File: src/rtl/memory_stage.sv
// Memory pipeline stage: issues loads/stores on a request/acknowledge bus,
// extends load data, and registers the result for writeback.

package constants;
    localparam logic [31:0] RESET_ADDRESS = 32'h8000_0000;
endpackage

package instruction;
    typedef enum logic [3:0] {OTHER, LB, LH, LW, LBU, LHU, SB, SH, SW} mem_op_t;
    typedef struct packed {
        logic [31:0] raw;
        logic [4:0]  rd_address;
        mem_op_t     mem_op;
    } t;
    localparam t NOP = '{raw: 32'h0000_0013, rd_address: 5'd0, mem_op: OTHER};
endpackage

package forwarding;
    typedef struct packed {
        logic [4:0]  rd_address;
        logic [31:0] rd_data;
        logic        data_valid;
    } t;
endpackage

package pipeline_status;
    typedef enum logic {VALID, BUBBLE} forwards_t;
    typedef enum logic [1:0] {READY, STALL, JUMP} backwards_t;
endpackage

module memory_stage (
    input  logic                        clk,
    input  logic                        rst,
    input  logic [31:0]                 source_data_in,
    input  logic [31:0]                 rd_data_in,
    input  instruction::t               instruction_in,
    input  logic [31:0]                 program_counter_in,
    input  logic [31:0]                 next_program_counter_in,
    output logic [31:0]                 rd_data_reg_out,
    output instruction::t               instruction_reg_out,
    output logic [31:0]                 program_counter_reg_out,
    output logic [31:0]                 next_program_counter_reg_out,
    output logic                        misaligned_reg_out,
    output forwarding::t                forwarding_out,
    input  pipeline_status::forwards_t  status_forwards_in,
    output pipeline_status::forwards_t  status_forwards_out,
    input  pipeline_status::backwards_t status_backwards_in,
    output pipeline_status::backwards_t status_backwards_out,
    output logic                        mem_cyc_out,
    output logic                        mem_stb_out,
    output logic                        mem_we_out,
    output logic [31:0]                 mem_address_out,
    output logic [3:0]                  mem_sel_out,
    output logic [31:0]                 mem_write_data_out,
    input  logic [31:0]                 mem_read_data_in,
    input  logic                        mem_ack_in
);

    typedef enum logic [1:0] {IDLE, WAIT_ACK, HOLD} state_t;

    state_t         state;
    instruction::t  pend_instr;
    logic [31:0]    pend_pc;
    logic [31:0]    pend_npc;
    logic [31:0]    pend_addr;
    logic [31:0]    hold_data;

    logic [1:0]     offset;
    logic           is_mem;
    logic           is_store;
    logic           misaligned;
    logic [3:0]     sel;
    logic [31:0]    wdata;
    logic [31:0]    shifted;
    logic [31:0]    load_result;
    logic           downstream_stall;
    logic           accept;

    assign offset           = rd_data_in[1:0];
    assign downstream_stall = (status_backwards_in == pipeline_status::STALL);
    assign accept           = (state == IDLE) &&
                              (status_forwards_in == pipeline_status::VALID) &&
                              !downstream_stall;

    assign status_backwards_out = ((state != IDLE) || downstream_stall) ?
                                  pipeline_status::STALL : pipeline_status::READY;

    assign forwarding_out = '{
        rd_address: instruction_reg_out.rd_address,
        rd_data:    rd_data_reg_out,
        data_valid: (status_forwards_out == pipeline_status::VALID) && !misaligned_reg_out
    };

    // Decode the incoming instruction into byte lanes, write data and alignment.
    always_comb begin
        is_mem     = 1'b0;
        is_store   = 1'b0;
        misaligned = 1'b0;
        sel        = '0;
        wdata      = '0;
        case (instruction_in.mem_op)
            instruction::LB, instruction::LBU: begin
                is_mem = 1'b1;
                sel    = 4'b0001 << offset;
            end
            instruction::LH, instruction::LHU: begin
                is_mem     = 1'b1;
                sel        = offset[1] ? 4'b1100 : 4'b0011;
                misaligned = offset[0];
            end
            instruction::LW: begin
                is_mem     = 1'b1;
                sel        = 4'b1111;
                misaligned = (offset != 2'b00);
            end
            instruction::SB: begin
                is_mem   = 1'b1;
                is_store = 1'b1;
                sel      = 4'b0001 << offset;
                wdata    = {4{source_data_in[7:0]}};
            end
            instruction::SH: begin
                is_mem     = 1'b1;
                is_store   = 1'b1;
                sel        = offset[1] ? 4'b1100 : 4'b0011;
                wdata      = {2{source_data_in[15:0]}};
                misaligned = offset[0];
            end
            instruction::SW: begin
                is_mem     = 1'b1;
                is_store   = 1'b1;
                sel        = 4'b1111;
                wdata      = source_data_in;
                misaligned = (offset != 2'b00);
            end
            default: ;
        endcase
    end

    // Extract and extend the returned data for the outstanding access.
    always_comb begin
        shifted = mem_read_data_in >> {pend_addr[1:0], 3'b000};
        case (pend_instr.mem_op)
            instruction::LB:  load_result = {{24{shifted[7]}}, shifted[7:0]};
            instruction::LBU: load_result = {24'd0, shifted[7:0]};
            instruction::LH:  load_result = {{16{shifted[15]}}, shifted[15:0]};
            instruction::LHU: load_result = {16'd0, shifted[15:0]};
            instruction::LW:  load_result = shifted;
            default:          load_result = pend_addr;
        endcase
    end

    // Stage FSM: accept, issue, wait for ack, optionally hold, then publish.
    always_ff @(posedge clk) begin
        if (rst) begin
            state                        <= IDLE;
            rd_data_reg_out              <= '0;
            instruction_reg_out          <= instruction::NOP;
            program_counter_reg_out      <= constants::RESET_ADDRESS;
            next_program_counter_reg_out <= constants::RESET_ADDRESS;
            misaligned_reg_out           <= 1'b0;
            status_forwards_out          <= pipeline_status::BUBBLE;
            mem_cyc_out                  <= 1'b0;
            mem_stb_out                  <= 1'b0;
            mem_we_out                   <= 1'b0;
            mem_address_out              <= '0;
            mem_sel_out                  <= '0;
            mem_write_data_out           <= '0;
            pend_instr                   <= instruction::NOP;
            pend_pc                      <= constants::RESET_ADDRESS;
            pend_npc                     <= constants::RESET_ADDRESS;
            pend_addr                    <= '0;
            hold_data                    <= '0;
        end else begin
            case (state)
                IDLE: begin
                    if (accept && is_mem && !misaligned) begin
                        mem_cyc_out         <= 1'b1;
                        mem_stb_out         <= 1'b1;
                        mem_we_out          <= is_store;
                        mem_address_out     <= {rd_data_in[31:2], 2'b00};
                        mem_sel_out         <= sel;
                        mem_write_data_out  <= wdata;
                        pend_instr          <= instruction_in;
                        pend_pc             <= program_counter_in;
                        pend_npc            <= next_program_counter_in;
                        pend_addr           <= rd_data_in;
                        status_forwards_out <= pipeline_status::BUBBLE;
                        state               <= WAIT_ACK;
                    end else if (accept) begin
                        rd_data_reg_out              <= misaligned ? '0 : rd_data_in;
                        instruction_reg_out          <= instruction_in;
                        program_counter_reg_out      <= program_counter_in;
                        next_program_counter_reg_out <= next_program_counter_in;
                        misaligned_reg_out           <= misaligned;
                        status_forwards_out          <= pipeline_status::VALID;
                    end else if (!downstream_stall) begin
                        status_forwards_out <= pipeline_status::BUBBLE;
                    end
                end
                WAIT_ACK: begin
                    if (mem_ack_in) begin
                        mem_cyc_out        <= 1'b0;
                        mem_stb_out        <= 1'b0;
                        mem_we_out         <= 1'b0;
                        mem_address_out    <= '0;
                        mem_sel_out        <= '0;
                        mem_write_data_out <= '0;
                        if (!downstream_stall) begin
                            rd_data_reg_out              <= load_result;
                            instruction_reg_out          <= pend_instr;
                            program_counter_reg_out      <= pend_pc;
                            next_program_counter_reg_out <= pend_npc;
                            misaligned_reg_out           <= 1'b0;
                            status_forwards_out          <= pipeline_status::VALID;
                            state                        <= IDLE;
                        end else begin
                            hold_data <= load_result;
                            state     <= HOLD;
                        end
                    end
                end
                HOLD: begin
                    if (!downstream_stall) begin
                        rd_data_reg_out              <= hold_data;
                        instruction_reg_out          <= pend_instr;
                        program_counter_reg_out      <= pend_pc;
                        next_program_counter_reg_out <= pend_npc;
                        misaligned_reg_out           <= 1'b0;
                        status_forwards_out          <= pipeline_status::VALID;
                        state                        <= IDLE;
                    end
                end
                default: state <= IDLE;
            endcase
        end
    end

endmodule
File: config.mk
export PLATFORM = sky130hd
export DESIGN_NAME = memory_stage
export DESIGN_NICKNAME = d
export VERILOG_FILES = /design/src/rtl/memory_stage.sv
export SDC_FILE = /design/constraint.sdc
export NUM_CORES = 1
export LEC_CHECK = 0
export CORE_ASPECT_RATIO = 1.75
export CORE_MARGIN = 8
export CORE_UTILIZATION = 40
export CTS_BUF_LIST = sky130_fd_sc_hd__clkbuf_8
export CTS_CLUSTER_SIZE = 28
export DETAILED_ROUTE_END_ITERATION = 7
export PLACE_DENSITY = 0.68
export RECOVER_POWER = 25
export REMOVE_ABC_BUFFERS = 1
export SKIP_CTS_REPAIR_TIMING = 1
export SLEW_MARGIN = 40
export SYNTH_ARGS = -nofsm -noshare
export SYNTH_HDL_FRONTEND = slang
export SYNTH_SLANG_ARGS = --single-unit
File: constraint.sdc
create_clock -name clk -period 2.7 [get_ports clk]
set_clock_uncertainty 0.1 [all_clocks]
set_input_delay 0.54 -clock clk [delete_from_list [all_inputs] [get_ports clk]]
set_output_delay 0.54 -clock clk [all_outputs]
set_load 0.02 [all_outputs]
==> reports/qor.csv <==
stage;metric;value;unit
outcome;status;completed;
logic_synthesis;ys_ff_latch;378;
setup_path;crit_family;compound AO/OA/AOI/OAI gates;
clock_network;numCtsBuffers;57;
placement;dpl.hpwl;42.9;mm
timing;period_minus_slack;2.60;ns
logic_synthesis;synth_largest_area_cell;dfxtp_1;
timing;fmax;384;MHz
cells_and_area;area_growth;39.8;%
clock_network;cts_sinks;378;
floorplan;dieHeight;286;um
cells_and_area;utilization;56.3;%
clock_network;clk_path_buf_depth;3;
hold_path;worstHoldPathType;input pin to register;
timing;final_hold_viol_count;0;
cells_and_area;layout.nets;2536;
floorplan;die_x;170;um
timing;worst_pin_slew;0.804;ns
routing;drt_iter0_drc;913;
timing;final.period_utilization;96.5;%
clock_network;root_buffer;clkbuf_8;
routing;antenna_left;0;
logic_synthesis;synth_top_cell_area_share;45.5;%
logic_synthesis;synthFlopType;dfxtp_1;
timing;rsz0062_at_grt;no;
routing;routed_wl;60.8;mm
global_routing;grt_start_max_net_pins;104;
setup_path;cp-end-kind;register;
routing;wl_per_cell;20.8;um
setup_path;r2r_setup_slack;0.1;ns
clock_network;htree_num_levels;2;
setup_path;critPathRequiredTime;3.12;ns
clock_network;cts_tree;yes;
floorplan;core-area;41400;sq um
logic_synthesis;ys_seq_area_share;45.5;%
logic_synthesis;synth_edf_count;0;
floorplan;placementRows;99;
logic_synthesis;syn_inst;1920;
global_routing;grt-ovfl-total;0;
cells_and_area;fillers;3819;
global_routing;grt_pass1_wl;92.7;mm
pwr;ir_drop;0.517;mV
placement;port_buffers;453;
placement;place.gp.congestion;0.886;
setup_path;cp_max_fo;49;
timing;setup_viol_count_final;0;
setup_path;worstSetupPathType;register to register;
logic_synthesis;avgSynthCellArea;8.67;sq um
global_routing;grt_usage;23.8;%
clock_network;path_clk_slew;0.07;ns
logic_synthesis;async_flop_share;0;%
setup_path;cpMaxStageDelayCell;dfxtp_1;
global_routing;grt_pass1_vias;16400;
flow_run;maxCapViolations;0;
routing;route.detailed.drc;0;
pwr;cellPowerDensity;742;nW/um^2
setup_path;crit_path_start_kind;register;
logic_synthesis;synthTopCellsByArea;dfxtp_1 45%, mux2i_1 9.0%, a21oi_1 8.4%;
placement;dp_slack;-0.365;ns
floorplan;io_pins;457;
routing;first_pass_iters;5;
pwr;power.leakage;8.50;nW
setup_path;cpPeakStageDelay;0.39;ns
setup_path;arrival;3.02;ns
routing;avgViaCountPerCell;5.51;
cells_and_area;drive_above_1_share;9.11;%
logic_synthesis;synth.distinct_cells;58;
global_routing;antenna_found_initial;2;
timing;setup_slack;0.0950;ns
floorplan;die_area;48700;sq um
clock_network;clock_latency;0.63;ns
logic_synthesis;mappedNetlistArea;16600;sq um
floorplan;initial_core_util;40.2;%
routing;vias;16100;
logic_synthesis;yosysWarnings;0;
setup_path;cp_num_buf_inv;3;
timing;maxSlewViolCount;0;
timing;slew_headroom;46.4;%
setup_path;crit_chain;inv_1 > ha_4 > clkinv_1 > o21ai_0 > o21ai_4 > and2_4 > buf_12 > a211oi_1;
==> final cells by class <==
type                       count  area (sq um)  share of cell area [%]
antenna                        1          2.50                  0.0108
clock buffer                  83          1140                    4.91
clock inverter                23           139                   0.597
inverter                      13          48.8                   0.210
multi-input combinational   1315          8090                    34.8
sequential                   378          7570                    32.5
tap                          555           694                    2.98
timing repair buffer         559          5590                    24.0
==> metal layers <==
| metal | part of all wire [%] | global-route usage (%) |
|---|---|---|
| met2 | 53 | 44.2 |
| met1 | 37 | 24.7 |
| met5 | 0.021 | 0 |
| met3 | 6.5 | 5.04 |
| met4 | 4.3 | 11.4 |
==> worst register-to-register path: stages, from the launching register on <==
cell and delay (ns):
dfxtp_1 0.39, inv_1 0.13, ha_4 0.39, clkinv_1 0.28
o21ai_0 0.37, o21ai_4 0.14, and2_4 0.21, buf_12 0.17
a211oi_1 0.31
==> cell usage after synthesis (all sizes together) (2+ instances only) <==
master   count
a311oi       2
and2        12
a31oi        8
ha           5
nand2b       9
or3          5
a21o         2
o2bb2ai     24
o2111ai      2
o32ai        2
and3b        2
dfxtp      378
clkbuf     119
a22oi       17
o22ai        2
a221o       28
nor2b       13
o211ai       8
nor4b        2
o21ai       50
a22o        58
mux2i      149
a211oi     119
buf         97
o31ai        3
o221ai       9
and3         2
nand2      344
nand3b      13
and4b        2
a21oi      281
nand3       13
inv         12
a32o        16
a311o        2
nor2        92
o21a         3
==> metrics by stage <==
| stage | power, W | cell area, sq um | setup TNS [ns] | cells | hold slack [ns] |
|---|---|---|---|---|---|
| after global placement | 0.0122 | 22000 | -67.25 | 2820 | 0.340 |
| final | 0.0173 | 23300 | 0 | 2927 | 0.0703 |
| after detailed placement | 0.0123 | 22000 | -81.19 | 2820 | 0.346 |
| after global routing | 0.0180 | 23300 | 0 | 2927 | 0.0652 |
| after floorplan | 0.00958 | 15600 | -1307.30 | 1706 | 0.326 |
| after CTS | 0.0175 | 23300 | -0.0896 | 2926 | 0.0145 |
==> flip-flops by register name, summed over array words and instances, names as in the netlist <==
name                          cells
pend_npc                         32
mem_address_out                  30
state                             2
instruction_reg_out              36
mem_stb_out                       1
mem_we_out                        1
hold_data                        32
mem_write_data_out               32
pend_instr                       41
mem_sel_out                       4
misaligned_reg_out                1
next_program_counter_reg_out     32
pend_addr                        32
status_forwards_out               1
rd_data_reg_out                  32
forwarding_out                    5
pend_pc                          32
program_counter_reg_out          32
==> path summary, 6_finish.rpt <==
path                                             startpoint                              endpoint  depth (start not counted)
worst max-delay path                  state[0]$_SDFFE_PP0P_  instruction_reg_out[37]$_SDFFE_PP0P_                          8
worst min-delay path                                    rst            pend_instr[1]$_SDFFE_PP0P_                          2
worst max register to register        state[0]$_SDFFE_PP0P_  instruction_reg_out[37]$_SDFFE_PP0P_                          8
worst min register to register  pend_instr[28]$_SDFFE_PP0P_           pend_instr[28]$_SDFFE_PP0P_                          2
==> cell usage in the layout (no fill, tap or decap), types with 24 or more instances in the layout <==
master / netlist / routed
dlygate4sd3_1: 0 / 101
dfxtp_1: 378 / 378
o2bb2ai_1: 24 / 24
mux2i_1: 149 / 149
nand2_1: 344 / 344
o21ai_0: 45 / 45
a21oi_1: 280 / 278
a22o_1: 58 / 58
a211oi_1: 119 / 119
a221o_1: 28 / 28
nor2_1: 92 / 91
buf_4: 44 / 80
inv_1: 12 / 25
clkdlybuf4s50_1: 0 / 350
clkbuf_8: 0 / 83
==> cell families (layout without fill, tap and decap cells) <==
family                   after synthesis  after routing  share of synthesized area, %
AO/OA/AOI/OAI                        642            642                          25.5
AND/OR/NAND/NOR                      514            514                          13.0
flip-flops                           378            378                          45.5
buffers and inverters                229            678                          6.49
multiplexers                         151            151                          9.16
adder cells (fa/ha/maj)                5              5                         0.376
other                                  1              4                        0.0225
==> power breakdown <==
| part | switching [W] | total (W) | internal, W |
|---|---|---|---|
| clock | 0.00233 | 0.00515 | 0.00281 |
| sequential | 0.000425 | 0.00661 | 0.00619 |
| combinational | 0.00305 | 0.00550 | 0.00245 |
Power figures use the tool's default switching activity.
